<file path="src/rtl/cmd_tag_pool_ctrl.sv">
// Free-list tag pool shared by several command producers: round-robin allocation,
// release on PSL response, and paged-fault flush / restart / replay sequencing.
module cmd_tag_pool_ctrl #(
  parameter int unsigned  TAG_COUNT    = 32,
  parameter int unsigned  NUM_CHANNELS = 4,
  localparam int unsigned CH_W         = (NUM_CHANNELS > 1) ? $clog2(NUM_CHANNELS) : 1
) (
  input  logic                    clock,
  input  logic                    reset,
  input  logic [NUM_CHANNELS-1:0] alloc_req,
  output logic [NUM_CHANNELS-1:0] alloc_grant,
  output logic [7:0]              alloc_tag,
  input  logic                    rsp_valid,
  input  logic [7:0]              rsp_tag,
  input  logic [1:0]              rsp_code,
  output logic                    restart_req,
  input  logic                    restart_ack,
  output logic                    replay_valid,
  input  logic                    replay_ready,
  output logic [7:0]              replay_tag,
  output logic [CH_W-1:0]         replay_ch,
  output logic                    pool_ready,
  output logic [8:0]              free_count,
  output logic                    error_flag,
  output logic [7:0]              error_tag
);

  localparam int unsigned TAG_W = $clog2(TAG_COUNT);
  localparam int unsigned CNT_W = 9;

  localparam logic [1:0] RSP_DONE    = 2'b00;
  localparam logic [1:0] RSP_FLUSHED = 2'b01;
  localparam logic [1:0] RSP_PAGED   = 2'b10;
  localparam logic [1:0] RSP_ERROR   = 2'b11;

  typedef enum logic [2:0] {
    ST_INIT, ST_READY, ST_FLUSH, ST_RESTART, ST_REPLAY
  } state_e;

  state_e                  state_q, state_d;
  logic [7:0]              fifo_q [TAG_COUNT];
  logic [7:0]              fifo_d [TAG_COUNT];
  logic [CH_W-1:0]         owner_q [TAG_COUNT];
  logic [CH_W-1:0]         owner_d [TAG_COUNT];
  logic [TAG_W-1:0]        rd_ptr_q, rd_ptr_d, wr_ptr_q, wr_ptr_d, init_cnt_q, init_cnt_d;
  logic [CNT_W-1:0]        count_q, count_d, scan_q, scan_d;
  logic [TAG_COUNT-1:0]    valid_q, valid_d, replay_q, replay_d;
  logic [CH_W-1:0]         rr_q, rr_d;
  logic [NUM_CHANNELS-1:0] alloc_grant_q, alloc_grant_d;
  logic [7:0]              alloc_tag_q, alloc_tag_d, replay_tag_q, replay_tag_d;
  logic [7:0]              error_tag_q, error_tag_d;
  logic [CH_W-1:0]         replay_ch_q, replay_ch_d;
  logic                    restart_req_q, restart_req_d, replay_valid_q, replay_valid_d;
  logic                    pool_ready_q, pool_ready_d, error_flag_q, error_flag_d;

  logic                    push, pop, rsp_ok, have_req, scan_hit;
  logic [7:0]              push_tag, pop_tag;
  logic [TAG_W-1:0]        rsp_idx, scan_idx;
  logic [CH_W-1:0]         pick_ch, cand;

  function automatic logic [TAG_W-1:0] ptr_inc(input logic [TAG_W-1:0] p);
    return (p == TAG_W'(TAG_COUNT - 1)) ? '0 : p + TAG_W'(1);
  endfunction

  always_ff @(posedge clock) begin
    if (reset) begin
      state_q        <= ST_INIT;
      rd_ptr_q       <= '0;
      wr_ptr_q       <= '0;
      init_cnt_q     <= '0;
      count_q        <= '0;
      scan_q         <= '0;
      valid_q        <= '0;
      replay_q       <= '0;
      rr_q           <= '0;
      alloc_grant_q  <= '0;
      alloc_tag_q    <= '0;
      replay_tag_q   <= '0;
      replay_ch_q    <= '0;
      error_tag_q    <= '0;
      restart_req_q  <= 1'b0;
      replay_valid_q <= 1'b0;
      pool_ready_q   <= 1'b0;
      error_flag_q   <= 1'b0;
      for (int i = 0; i < int'(TAG_COUNT); i++) owner_q[i] <= '0;
    end else begin
      state_q        <= state_d;
      rd_ptr_q       <= rd_ptr_d;
      wr_ptr_q       <= wr_ptr_d;
      init_cnt_q     <= init_cnt_d;
      count_q        <= count_d;
      scan_q         <= scan_d;
      valid_q        <= valid_d;
      replay_q       <= replay_d;
      rr_q           <= rr_d;
      alloc_grant_q  <= alloc_grant_d;
      alloc_tag_q    <= alloc_tag_d;
      replay_tag_q   <= replay_tag_d;
      replay_ch_q    <= replay_ch_d;
      error_tag_q    <= error_tag_d;
      restart_req_q  <= restart_req_d;
      replay_valid_q <= replay_valid_d;
      pool_ready_q   <= pool_ready_d;
      error_flag_q   <= error_flag_d;
      owner_q        <= owner_d;
    end
  end

  // Free-list storage needs no reset: INIT refills it before any pop.
  always_ff @(posedge clock) begin
    fifo_q <= fifo_d;
  end

  always_comb begin
    state_d        = state_q;
    fifo_d         = fifo_q;
    owner_d        = owner_q;
    rd_ptr_d       = rd_ptr_q;
    wr_ptr_d       = wr_ptr_q;
    init_cnt_d     = init_cnt_q;
    scan_d         = scan_q;
    valid_d        = valid_q;
    replay_d       = replay_q;
    rr_d           = rr_q;
    alloc_grant_d  = '0;
    alloc_tag_d    = '0;
    replay_tag_d   = replay_tag_q;
    replay_ch_d    = replay_ch_q;
    replay_valid_d = replay_valid_q;
    error_flag_d   = error_flag_q;
    error_tag_d    = error_tag_q;
    push           = 1'b0;
    push_tag       = '0;
    pop            = 1'b0;
    pop_tag        = fifo_q[rd_ptr_q];
    rsp_idx        = rsp_tag[TAG_W-1:0];
    rsp_ok         = rsp_valid && ({1'b0, rsp_tag} < 9'(TAG_COUNT)) && valid_q[rsp_idx];

    // Round-robin pick, lowest offset from rr_q wins.
    have_req = 1'b0;
    pick_ch  = '0;
    for (int k = int'(NUM_CHANNELS) - 1; k >= 0; k--) begin
      cand = CH_W'((int'(rr_q) + k) % int'(NUM_CHANNELS));
      if (alloc_req[cand]) begin
        have_req = 1'b1;
        pick_ch  = cand;
      end
    end

    // Lowest replay-marked tag at or above the scan position.
    scan_hit = 1'b0;
    scan_idx = '0;
    for (int i = int'(TAG_COUNT) - 1; i >= 0; i--) begin
      if (replay_q[i] && (9'(i) >= scan_q)) begin
        scan_hit = 1'b1;
        scan_idx = TAG_W'(i);
      end
    end

    if (state_q == ST_INIT) begin
      push       = 1'b1;
      push_tag   = 8'(init_cnt_q);
      init_cnt_d = init_cnt_q + TAG_W'(1);
      if (init_cnt_q == TAG_W'(TAG_COUNT - 1)) state_d = ST_READY;
    end

    if (state_q == ST_FLUSH && (valid_q & ~replay_q) == '0) begin
      state_d = (|replay_q) ? ST_RESTART : ST_READY;
    end

    if (state_q == ST_RESTART && restart_ack) begin
      state_d        = ST_REPLAY;
      scan_d         = '0;
      replay_valid_d = 1'b0;
    end

    // Replay handshake is applied before responses so a new PAGED re-marks.
    if (state_q == ST_REPLAY) begin
      if (replay_valid_q) begin
        if (replay_ready) begin
          replay_d[replay_tag_q[TAG_W-1:0]] = 1'b0;
          scan_d         = 9'(replay_tag_q) + 9'd1;
          replay_valid_d = 1'b0;
        end
      end else if (scan_hit) begin
        replay_valid_d = 1'b1;
        replay_tag_d   = 8'(scan_idx);
        replay_ch_d    = owner_q[scan_idx];
      end
    end

    if (rsp_ok) begin
      case (rsp_code)
        RSP_DONE, RSP_ERROR: begin
          if (!replay_q[rsp_idx]) begin
            push             = 1'b1;
            push_tag         = rsp_tag;
            valid_d[rsp_idx] = 1'b0;
          end
        end
        RSP_PAGED: begin
          replay_d[rsp_idx] = 1'b1;
          if (state_q == ST_READY) state_d = ST_FLUSH;
        end
        RSP_FLUSHED: begin
          if (state_q != ST_READY) replay_d[rsp_idx] = 1'b1;
        end
        default: ;
      endcase
    end

    if (rsp_valid && (!rsp_ok || rsp_code == RSP_ERROR) && !error_flag_q) begin
      error_flag_d = 1'b1;
      error_tag_d  = rsp_tag;
    end

    // A tag re-marked behind the scan point forces another flush round.
    if (state_q == ST_REPLAY && !replay_valid_q && !scan_hit) begin
      state_d = (|replay_d) ? ST_FLUSH : ST_READY;
    end

    if (state_q == ST_READY && count_q != '0 && have_req) begin
      pop                               = 1'b1;
      alloc_grant_d[pick_ch]            = 1'b1;
      alloc_tag_d                       = pop_tag;
      valid_d[pop_tag[TAG_W-1:0]]       = 1'b1;
      owner_d[pop_tag[TAG_W-1:0]]       = pick_ch;
      rr_d = (pick_ch == CH_W'(NUM_CHANNELS - 1)) ? '0 : pick_ch + CH_W'(1);
    end

    if (push) begin
      fifo_d[wr_ptr_q] = push_tag;
      wr_ptr_d         = ptr_inc(wr_ptr_q);
    end
    if (pop) rd_ptr_d = ptr_inc(rd_ptr_q);
    count_d = count_q + 9'(push) - 9'(pop);

    pool_ready_d  = (state_d == ST_READY);
    restart_req_d = (state_d == ST_RESTART);
  end

  assign alloc_grant  = alloc_grant_q;
  assign alloc_tag    = alloc_tag_q;
  assign restart_req  = restart_req_q;
  assign replay_valid = replay_valid_q;
  assign replay_tag   = replay_tag_q;
  assign replay_ch    = replay_ch_q;
  assign pool_ready   = pool_ready_q;
  assign free_count   = count_q;
  assign error_flag   = error_flag_q;
  assign error_tag    = error_tag_q;

endmodule
</file>
<file path="config.mk">
export PLATFORM = sky130hd
export DESIGN_NAME = cmd_tag_pool_ctrl
export DESIGN_NICKNAME = d
export VERILOG_FILES = /design/src/rtl/cmd_tag_pool_ctrl.sv
export SDC_FILE = /design/constraint.sdc
export NUM_CORES = 1
export LEC_CHECK = 0
export CAP_MARGIN = 20
export CORE_MARGIN = 2
export CORE_UTILIZATION = 45
export DETAILED_ROUTE_END_ITERATION = 16
export SYNTH_ARGS = -nofsm -noshare
export SYNTH_HDL_FRONTEND = slang
export SYNTH_SLANG_ARGS = --single-unit
</file>
<file path="constraint.sdc">
create_clock -name clock -period 6.3 [get_ports clock]
set_clock_uncertainty 0.2 [all_clocks]
set_input_delay 1.26 -clock clock [delete_from_list [all_inputs] [get_ports clock]]
set_output_delay 1.26 -clock clock [all_outputs]
set_load 0.005 [all_outputs]
</file>
==> metrics <==
Clock power frac=a little over two fifths; Layout fillers=about 4,000; Core ar.=46,300 µm²; NetSw=1.51 mW; crit-path max cell delay=540 ps; first-pass GRT wire length=approximately 87,000 µm; Worst-path clk slew=60 ps; Final Util=around half; Logic pwr share=under 10%; Mapped Cells=approximately 1,800; H-tree Lvls=2; setup tns final=0 ps; num rows=approximately 80; initial antenna violation count=1; Commonest cells post-synth=edfxtp_1 (256), nor2_1 (251), dfxtp_1 (197), a21oi_1 (142), mux2i_1 (92); maximum clock frequency=0.182 GHz; max-cap violations=0; Final Hold Vio Count=0; register area share after synthesis=between 50% and 60%; crit end category=register; adder-cell share of the synthesized area=2.00%; flops & latches, synth=453; Post-CTS Repair Setup Buffers=0; CTS tree=yes; RSZ-0062 raised after global routing=no; Synth cell types=a little under 90; post-route insts no fill=2,570; routed length per instance=22.1 µm; PortBufs=58; First DRT Iteration DRCs=around 1,400; GPL Wtd Cong=a little under 1; Avg Cell Area, Syn=between 10 and 15 µm²; CTS root buf=clkbuf_16; Multi-input gate area=between 8000 and 9000 µm²; final antenna-violating net count=0; synthesis-to-finish area growth=14.5%; slowest CP cell=mux4_2; Startpoint Class=input port; Pins Over Slew Limit=0; Worst VDD drop=~0.23 mV; DR vias=about 15,000; largest family of logic cells by synthesized area=multiplexers; Post-synth EDFFs=around 260; Pleak=roughly 8.3 nW; Clock Latency Late Sink=roughly 600 ps; Sequential Area=11,600 µm²; most frequent cell after synthesis=edfxtp_1; Initial Utilization=45.3%; required time worst endpoint=between 6000 and 7000 ps; total die area=48,300 µm²; final setup vio count=0; top cell family by delay on the critical path=simple AND/OR/NAND/NOR gates; largest net degree at the start of global routing=just under 90; Final Cycle Share=87.3%; CTS Sinks=around 450; DIE HEIGHT=220 µm; mux cell area share after synthesis=between 10 and 15%; # placed instances=approximately 2,500; final net count=slightly below 2,000; ys flop type=edfxtp_1; Yosys Warn Count=0; grt ovf=0; post-synthesis compound-gate area fraction=between 10% and 20%; hold buffers post-CTS=0; sw frac=about 23%; CP dominant cell by count=inv_1; clock tree buffer depth=3; largest cells by area after synthesis=edfxtp_1 (37%), dfxtp_1 (19%), mux4_2 (9.6%); routed vias/inst=5.74; post-synth top area share=a little over a third; DRC errors left=0; Post-Synthesis Cell Area=around 21,000 µm²; worst-path fanout max=26; pre-CTS setup slack=215 ps; post-synthesis simple-gate area fraction=about an eighth; Slew Limit Headroom=a little over a fifth; asr flop ratio synth=0%; GRT Overall Usage=between 20% and 30%; I/O Pins=between 60 and 70; WS Path Type=input port to register; Final Power=approximately 6.5 mW; HPWL Detailed=around 40,000 µm; Hold Crit Class=register to register; number of buffers created by CTS=49; post-synthesis xor/xnor area fraction=0.585%; pwr/cell area=272 nW/µm²; vias in the first global route=14,400; Flop pwr share=around half; leading area contributor after synthesis=edfxtp_1; wirelength, routed=~57,000 µm; status=complete, no violations; CP bufs+invs=6; Critical Path AT=roughly 5800 ps; die width=approximately 220 µm; first drt pass iteration count=5; worst setup margin=~800 ps; proportion of layout cells with a drive suffix above 1=12.1%; Pint=roughly 5 mW; Slew @ Worst Pin=approximately 1200 ps; Final min period=5500 ps; PostCTS Resize Cnt=0
[registers in the layout, summed over array words and instances, names as in the netlist, 8 cells and up]
| name | count |
|---|---|
| alloc_tag | 8 |
| replay_q | 32 |
| valid_q | 32 |
| owner_q | 64 |
| scan_q | 9 |
| error_tag | 8 |
| free_count | 9 |
| fifo_q | 256 |
[worst min-delay path: cells and delay by family (launching register included)]
family | cells | cell delay [ps]
simple gates | 1 | 70
compound gates | 1 | 60
flops | 1 | 320
[per-stage QoR]
step	hold WS (ps)	instance area, µm²
6_report	283	24000
4_1_cts	283	24000
3_3_place_gp	260	22400
5_1_grt	303	24000
2_1_floorplan	245	21300
3_5_place_dp	269	22400
[power groups by stage]
stage	clock network, mW	registers [mW]	logic (mW)
after floorplan	0	3.26	0.322
after global placement	0	3.26	0.465
after detailed placement	0	3.27	0.474
after CTS	2.90	3.20	0.477
after global routing	3.02	3.21	0.530
final	2.85	3.20	0.473
[cell type report]
type | instances | area share (%)
clock inverters | 22 | 1.06
inverters | 86 | 1.34
diodes | 1 | 0.0104
flip-flops and latches | 453 | 48.5
clock buffers | 67 | 5.51
well taps | 607 | 3.16
repair buffers | 81 | 3.21
multi-input cells | 1253 | 37.2
[per-layer routing]
metal | up-vias | part of all wire (%) | global-route usage, %
met5 | - | 0 | 0
met4 | 0 | 3.9 | 10.5
met3 | 155 | 6.9 | 4.31
met2 | 560 | 49 | 39.7
met1 | 7213 | 41 | 30.6
li1 | 6830 | - | -
[path summary, 6_finish.rpt]
kind / cells after the start / from / slack [ps] / to
max: 25 / rsp_tag[0] / 800 / free_count[8]
min: 2 / owner_q[0] / 280 / owner_q[0]
max reg2reg: 22 / replay_q[18] / 1770 / free_count[8]
min reg2reg: 2 / owner_q[0] / 280 / owner_q[0]
[cells in the final DEF (no fill, tap or decap), types with 18 or more instances in the layout]
master and n:
conb_1 99, clkbuf_16 49, nand3_1 38, inv_1 77, buf_4 20, a21oi_1 142
o21ai_0 74, nor3_1 18, ha_1 32, edfxtp_1 256, dfxtp_1 195, nand2b_1 19
mux2i_1 92, mux4_2 89, o31ai_1 19, clkdlybuf4s50_1 57, and2_1 22, nand2_1 91
nor2_1 251
[cells by family after synthesis]
kind of cell / count (synthesis)
and+or+nand+nor: 550
DFF: 453
AOI/OAI and AO/OA: 369
muxes: 188
buffers and inverters: 186
adders and majority gates: 33
xor gates and xnor gates: 14
other: 1
(Power assumes the default switching activity.)
